$ cat config.mk
export PLATFORM = sky130hd
export DESIGN_NAME = alu_mc
export DESIGN_NICKNAME = d
export VERILOG_FILES = /design/src/rtl/alu_mc.sv
export SDC_FILE = /design/constraint.sdc
export NUM_CORES = 1
export LEC_CHECK = 0
export CAP_MARGIN = 10
export CORE_MARGIN = 1
export CORE_UTILIZATION = 48
export CTS_BUF_LIST = sky130_fd_sc_hd__clkbuf_8
export DETAILED_ROUTE_END_ITERATION = 8
export HOLD_SLACK_MARGIN = 0.15
export PLACE_DENSITY_LB_ADDON = 0.12
export SYNTH_ARGS = -nofsm -noshare
export SYNTH_HDL_FRONTEND = slang
export SYNTH_SLANG_ARGS = --single-unit
$ cat constraint.sdc
create_clock -name clk -period 6.7 [get_ports clk]
set_input_delay 1.34 -clock clk [delete_from_list [all_inputs] [get_ports clk]]
set_output_delay 1.34 -clock clk [all_outputs]
set_load 0.05 [all_outputs]
$ cat src/rtl/alu_mc.sv
// Multi-cycle ALU with valid/ready handshakes on both sides.
// Single-cycle ops (ADD..SRA, reserved) produce a result on the accept edge.
// MUL/MULHU (shift-add) and DIVU/REMU (restoring) take WIDTH iterations.
//
// Ports:
//   clk, rst            clock, synchronous active-high reset
//   in_valid, in_ready  operation handshake (ALUctrl, ALUop1, ALUop2)
//   out_valid, out_ready result handshake (ALUout, EQ, Zero)
//   ALUout              result
//   EQ                  accepted ALUop1 == ALUop2, registered with the result
//   Zero                ALUout == 0
module alu_mc #(
  parameter int unsigned WIDTH = 32,
  parameter int unsigned SHW   = $clog2(WIDTH)
) (
  input  logic             clk,
  input  logic             rst,
  input  logic             in_valid,
  output logic             in_ready,
  input  logic [3:0]       ALUctrl,
  input  logic [WIDTH-1:0] ALUop1,
  input  logic [WIDTH-1:0] ALUop2,
  output logic             out_valid,
  input  logic             out_ready,
  output logic [WIDTH-1:0] ALUout,
  output logic             EQ,
  output logic             Zero
);

  localparam int unsigned CW = SHW + 1;

  localparam logic [1:0] StIdle = 2'd0;
  localparam logic [1:0] StBusy = 2'd1;
  localparam logic [1:0] StDone = 2'd2;

  logic [1:0]         state_q, state_d;
  logic [CW-1:0]      cnt_q, cnt_d;
  logic [2*WIDTH-1:0] acc_q, acc_d;
  logic [WIDTH-1:0]   op1_q, op1_d;
  logic [WIDTH-1:0]   op2_q, op2_d;
  logic               is_div_q, is_div_d;
  logic               hi_q, hi_d;
  logic [WIDTH-1:0]   result_q, result_d;
  logic               eq_q, eq_d;

  logic               accept;
  logic               iterative;
  logic [SHW-1:0]     shamt;
  logic [WIDTH-1:0]   fast_res;
  logic [WIDTH:0]     mul_sum;
  logic [2*WIDTH-1:0] mul_next;
  logic               div_ge;
  logic [WIDTH-1:0]   div_diff;
  logic [2*WIDTH-1:0] div_next;
  logic [2*WIDTH-1:0] step_next;

  assign in_ready  = (state_q == StIdle) || ((state_q == StDone) && out_ready);
  assign accept    = in_valid && in_ready;
  assign iterative = (ALUctrl >= 4'd10) && (ALUctrl <= 4'd13);
  assign shamt     = ALUop2[SHW-1:0];

  assign out_valid = (state_q == StDone);
  assign ALUout    = result_q;
  assign EQ        = eq_q;
  assign Zero      = (result_q == '0);

  always_comb begin
    fast_res = '0;
    case (ALUctrl)
      4'd0:    fast_res = ALUop1 + ALUop2;
      4'd1:    fast_res = ALUop1 - ALUop2;
      4'd2:    fast_res = ALUop1 & ALUop2;
      4'd3:    fast_res = ALUop1 | ALUop2;
      4'd4:    fast_res = ALUop1 ^ ALUop2;
      4'd5:    fast_res = {{(WIDTH-1){1'b0}}, ($signed(ALUop1) < $signed(ALUop2))};
      4'd6:    fast_res = {{(WIDTH-1){1'b0}}, (ALUop1 < ALUop2)};
      4'd7:    fast_res = ALUop1 << shamt;
      4'd8:    fast_res = ALUop1 >> shamt;
      4'd9:    fast_res = $unsigned($signed(ALUop1) >>> shamt);
      default: fast_res = '0;
    endcase
  end

  // Multiply: acc = {partial product, remaining multiplier bits}; add op2 into the
  // upper half when the current multiplier bit is set, then shift right.
  assign mul_sum  = {1'b0, acc_q[2*WIDTH-1:WIDTH]} + {1'b0, (acc_q[0] ? op2_q : '0)};
  assign mul_next = {mul_sum, acc_q[WIDTH-1:1]};

  // Divide: acc = {remainder, dividend bits / quotient bits}; shift left and
  // subtract the divisor when it fits. A zero divisor always "fits", which yields
  // an all-ones quotient and leaves the dividend in the remainder.
  assign div_ge   = acc_q[2*WIDTH-1:WIDTH-1] >= {1'b0, op2_q};
  assign div_diff = acc_q[2*WIDTH-2:WIDTH-1] - op2_q;
  assign div_next = div_ge ? {div_diff, acc_q[WIDTH-2:0], 1'b1} : {acc_q[2*WIDTH-2:0], 1'b0};

  assign step_next = is_div_q ? div_next : mul_next;

  always_comb begin
    state_d  = state_q;
    cnt_d    = cnt_q;
    acc_d    = acc_q;
    op1_d    = op1_q;
    op2_d    = op2_q;
    is_div_d = is_div_q;
    hi_d     = hi_q;
    result_d = result_q;
    eq_d     = eq_q;
    case (state_q)
      StBusy: begin
        acc_d = step_next;
        cnt_d = cnt_q - CW'(1);
        if (cnt_q == CW'(1)) begin
          // MULHU and REMU take the upper half of the accumulator.
          result_d = hi_q ? step_next[2*WIDTH-1:WIDTH] : step_next[WIDTH-1:0];
          eq_d     = (op1_q == op2_q);
          state_d  = StDone;
        end
      end
      default: begin
        if ((state_q == StDone) && out_ready) begin
          state_d = StIdle;
        end
        if (accept) begin
          if (iterative) begin
            op1_d    = ALUop1;
            op2_d    = ALUop2;
            is_div_d = ALUctrl[2];
            hi_d     = ALUctrl[0];
            acc_d    = {{WIDTH{1'b0}}, ALUop1};
            cnt_d    = CW'(WIDTH);
            state_d  = StBusy;
          end else begin
            result_d = fast_res;
            eq_d     = (ALUop1 == ALUop2);
            state_d  = StDone;
          end
        end
      end
    endcase
  end

  always_ff @(posedge clk) begin
    if (rst) begin
      state_q  <= StIdle;
      cnt_q    <= '0;
      acc_q    <= '0;
      op1_q    <= '0;
      op2_q    <= '0;
      is_div_q <= 1'b0;
      hi_q     <= 1'b0;
      result_q <= '0;
      eq_q     <= 1'b0;
    end else begin
      state_q  <= state_d;
      cnt_q    <= cnt_d;
      acc_q    <= acc_d;
      op1_q    <= op1_d;
      op2_q    <= op2_d;
      is_div_q <= is_div_d;
      hi_q     <= hi_d;
      result_q <= result_d;
      eq_q     <= eq_d;
    end
  end

endmodule

Word level (Yosys, flattened, before mapping)
Cells that the tools add are included. W data, S select, Z words.

Equal/unequal tests: 16. Mux-type cells: 24. Reduce and logical (&&, ||, !) cells: 14. Magnitude comparators: 5. Multiply operators: 0. Bitwise operators: 4. Add/subtract/negate cells: 5. Shifts and indexed selects: 3. Div/mod/pow operators: 0.

Operators with widths (count): $mux W64 (5); $pmux W32 S10 (1); $mux W32 (6); $eq A32 B32 Y1 (2); $lt A32 B32 Y1 (2); $sub A32 B32 Y32 (2); $add A32 B32 Y33 (1); $ge A33 B32 Y1 (1); $add A32 B32 Y32 (1); $and A32 B32 Y32 (1); $logic_not A32 Y1 (1); $or A32 B32 Y32 (1); $shl A32 B5 Y32 (1); $shr A32 B5 Y32 (1); $sshr A32 B5 Y32 (1); $xor A32 B32 Y32 (1); $mux W6 (3); $eq A4 B3 Y1 const B (4); $mux W2 (5); $eq A4 B2 Y1 const B (2); $eq A4 B4 Y1 const B (2); $eq A6 B1 Y1 const B (1); $reduce_and A3 Y1 (2); $sub A6 B1 Y6 const B (1); 16 further kinds (23).

Memory bits (writable): 0. Bits in registers: 171. Logic and storage cells: 80. ROM bits: 0. Bits in latches: 0. Output and inout port bits: 36. Memories kept: 0.

Depth between registers and ports, before layout
Word-level depth: 6. Gate-level depth with buffers: 16. Gate-level depth less buffers: 14.

Worst setup path after synthesis
No wires, ideal clock.

Kind: input to register. Start: in ALUop2[2]. End: reg result_q[29] (netlist: ALUout[29]). Cell stages on the path: 16. Buffers on the path: 4. Library setup time: 62 ps. Arrival: 4909 ps. Slack: 1730 ps. Path through: clkbuf_1 > inv_2 > buf_1 > clkbuf_1 > ha_1 > buf_2 > nor3_1 > nor2b_1 > nor3_1 > o31a_1 > a2111oi_4 > a211oi_2 > o31ai_2 > xnor2_1 > or4_1 > nand3_1.

Longest elaborated chain between the ends: 5.

RTL lines: from (decl) (line 22) `input logic [WIDTH-1:0] ALUop2,`; $sub A32 B32 Y32 (tied with other cells) (line 71) `4'd1: fast_res = ALUop1 - ALUop2;`; $pmux W32 S10 (*) (line 69) `case (ALUctrl)`; $mux W32 (*) (line 124) `if (iterative) begin`; $mux W32 (*) (line 123) `if (accept) begin`; $mux W32 (*) (line 108) `case (state_q)`; to (signal assigned) (line 161) `result_q <= result_d;`; to (decl) (line 43) `logic [WIDTH-1:0] result_q, result_d;`.

Mark *: on every way between the ends. The rest lies on a longest branch, timed or not. The select of a mux whose other input is x is not followed. A chain may end at the register's enable or synchronous reset.

Worst setup path in the final report
Start: in ALUop1[0]. End: reg result_q[0] (netlist: ALUout[0]).

Longest elaborated chain between the ends: 5.

RTL lines: from (decl) (line 21) `input logic [WIDTH-1:0] ALUop1,`; $sub A32 B32 Y32 (tied with other cells) (line 71); $pmux W32 S10 (*) (line 69); $mux W32 (*) (line 124); $mux W32 (*) (line 123); $mux W32 (*) (line 108).

Marks and branches as above.

==> run metrics <==
post-route antenna net violation count=0; maxcap violations=0; Post-CTS Setup Repair Bufs=0; top_reg_cell synth=dfxtp_1; final-report max-slew violation count=0; Peak VDD IR=0.169 mV; Synth Instances=2,905; top post-synthesis cells by count=nand2_1, a21oi_1, nor2_1; post-synth top area share=16.5%; mapped cell area=20,700 um^2; most frequent cell after synthesis=nand2_1; post-DP HPWL=70,700 um; Pre-Repair DR Iteration Count=6; number of port buffers=107; largest net degree at the start of global routing=74; Worst R2R Path Depth=14; Syn. warnings=0; Crit path arrival time=5590 ps; number of synthesized flops with an enable pin=0; Placer Congestion=1.04; min cycle time layout=5200 ps; DIE AREA=44,000 um^2; number of global-route vias before repair=21,165; setup_tns=0 ps; Area Overhead vs Synth=8.40%; top post-synthesis cells by area=dfxtp_1, ha_1, a21oi_1, nand2_1, mux4_2; Hold Vio Cnt, Final=0; Std-Cell Core Area=42,200 um^2; Pwr Density=160 nW/um^2; Hold WS=475 ps; clk sink count=171; Initial Utilization=49.0%; status=complete, no violations; NumNets Final=3,115; Die Ht=210 um; Worst Hold Class=reg -> reg; ys async rst share=0%; Mean Syn Cell Area=7.13 um^2; via count=23,352; total power=0.00360 W; kind of end point of the critical path=register; Worst Tran Pin Value=1000 ps; final worst slack=1500 ps; placed inst area=22,000 um^2; Final Cell Area=22,400 um^2; detailed-route wire length per cell=26.6 um; Worst setup SP type=primary input; CTS Buffer Depth=2; Via-to-Cell Ratio=6.82; DRT Wirelength=91,000 um; TritonCTS clock tree=yes; gr ovfl total=0; DRT iter0 DRCs=3,136; initial antenna violation count=1; Fill cells=4,188; Die Wd=210 um; TritonCTS buffer count=17; drc violations=0; first-pass GRT wire length=136,000 um; worst-skew pair later-pin latency=500 ps; leak pwr=9.10 nW; Worst-path clk slew=100 ps; final worst-path cycle share=77.6%; Total Routing Usage GR=40.7%; register area share after synthesis=16.5%; cts hold-fix bufs=0; Slew HR=32.8%; cell taking the most area after synthesis=dfxtp_1; Synth cell types=86; Fmax=192 MHz; CTS root buffer=clkbuf_8; Setup WS pre-CTS=1260 ps; Finish-stage setup viols=0; Ports=108; flops & latches, synth=171; RSZ-0062 raised after global routing=false; hold depth=2; Syn Nets=3,147; worst-path fanout max=7; Critical Path RT=7090 ps; final setup skew=27.6 ps; post-CTS sizing=0; layout cell share with drive strength beyond 1=7.24%; kind of critical path=in -> reg; CTS H-tree lvls=4; row count=75
## where the power goes
group / switching (W) / internal [W]
clock: 0.000474 / 0.000285
combinational: 0.00111 / 0.000594
sequential: 0.0000668 / 0.00107
## cell usage in the layout (no fill, tap or decap), drive strengths merged, types with 25 or more instances in the layout
cell type | synthesis | routed
a211oi | 59 | 59
a21o | 40 | 40
a21oi | 350 | 350
a221oi | 25 | 25
a31oi | 39 | 39
and2 | 41 | 41
buf | 51 | 64
clkdlybuf4s50 | 0 | 100
dfxtp | 171 | 171
ha | 166 | 166
inv | 159 | 170
mux2 | 28 | 28
mux2i | 98 | 98
mux4 | 49 | 49
nand2 | 361 | 361
nand3 | 73 | 73
nand4 | 28 | 28
nor2 | 266 | 266
nor3 | 59 | 59
nor4 | 29 | 29
o211ai | 30 | 30
o21a | 27 | 27
o21ai | 189 | 189
xnor2 | 64 | 64
xor2 | 43 | 43
## cell families (layout without fill, tap and decap cells)
logic type               after synthesis  count (layout)  share of synthesized area (%)
buffers and inverters                377             358                           7.09
adder cells (fa/ha/maj)              170             170                           10.4
flip-flops                           171             171                           16.5
XOR/XNOR                             107             107                           4.53
multiplexers                         175             175                           11.6
other                                  0               1                              0
AO/OA/AOI/OAI                        950             950                           29.1
AND/OR/NAND/NOR                      955             955                           20.8
## final timing paths
kind | slack, ps | from | endpoint
max | 1500 | ALUop1[0] | ALUout[0]
min | 470 | op1_q[3] | op1_q[3]
max reg2reg | 2190 | acc_q[0] | ALUout[23]
min reg2reg | 470 | op1_q[3] | op1_q[3]
## state kept, by name (all words and copies together) (netlist names)
signal and cells:
op1_q 32, op2_q 32, EQ 1, is_div_q 1, ALUout 32, acc_q 64, hi_q 1, cnt_q 6
state_q 2
## metal layers
metal  up-vias  share of wire [%]  track usage [%]
met5         -             0.0099                0
met4         2                3.5             11.6
met3       171                 12             7.50
met2      1511                 41             59.7
met1     11194                 44             60.0
li1      10474                  -                -
## worst max-delay path, cell delays in order
cell and delay [ps]:
clkdlybuf4s50_1 610, inv_1 190, ha_1 200, inv_1 70
fa_1 400, nor2b_1 170, o211ai_1 440, a21oi_1 160
o21ai_0 520, o221ai_1 360, a221oi_1 520, nor2_1 110
o22ai_1 180, nor2_1 60, o32ai_1 250
## final cells by class
| type | count | area (um^2) | share of cell area (%) |
|---|---|---|---|
| Inverter | 162 | 608 | 2.71 |
| Clock buffer | 17 | 234 | 1.04 |
| Antenna cell | 1 | 2.50 | 0.0111 |
| Timing Repair Buffer | 164 | 1470 | 6.56 |
| Sequential cell | 171 | 3430 | 15.3 |
| Multi-Input combinational cell | 2357 | 15900 | 70.7 |
| Tap cell | 539 | 674 | 3.00 |
| Clock inverter | 15 | 164 | 0.730 |
## through the flow
step                std cells  utilization (%)
finish                   3426             53.2
global route             3425             53.1
CTS                      3425             53.1
detailed placement       3393             52.2
global placement         3393             52.2
floorplan                2905                -
No activity file was read; power rests on OpenSTA's default activity.
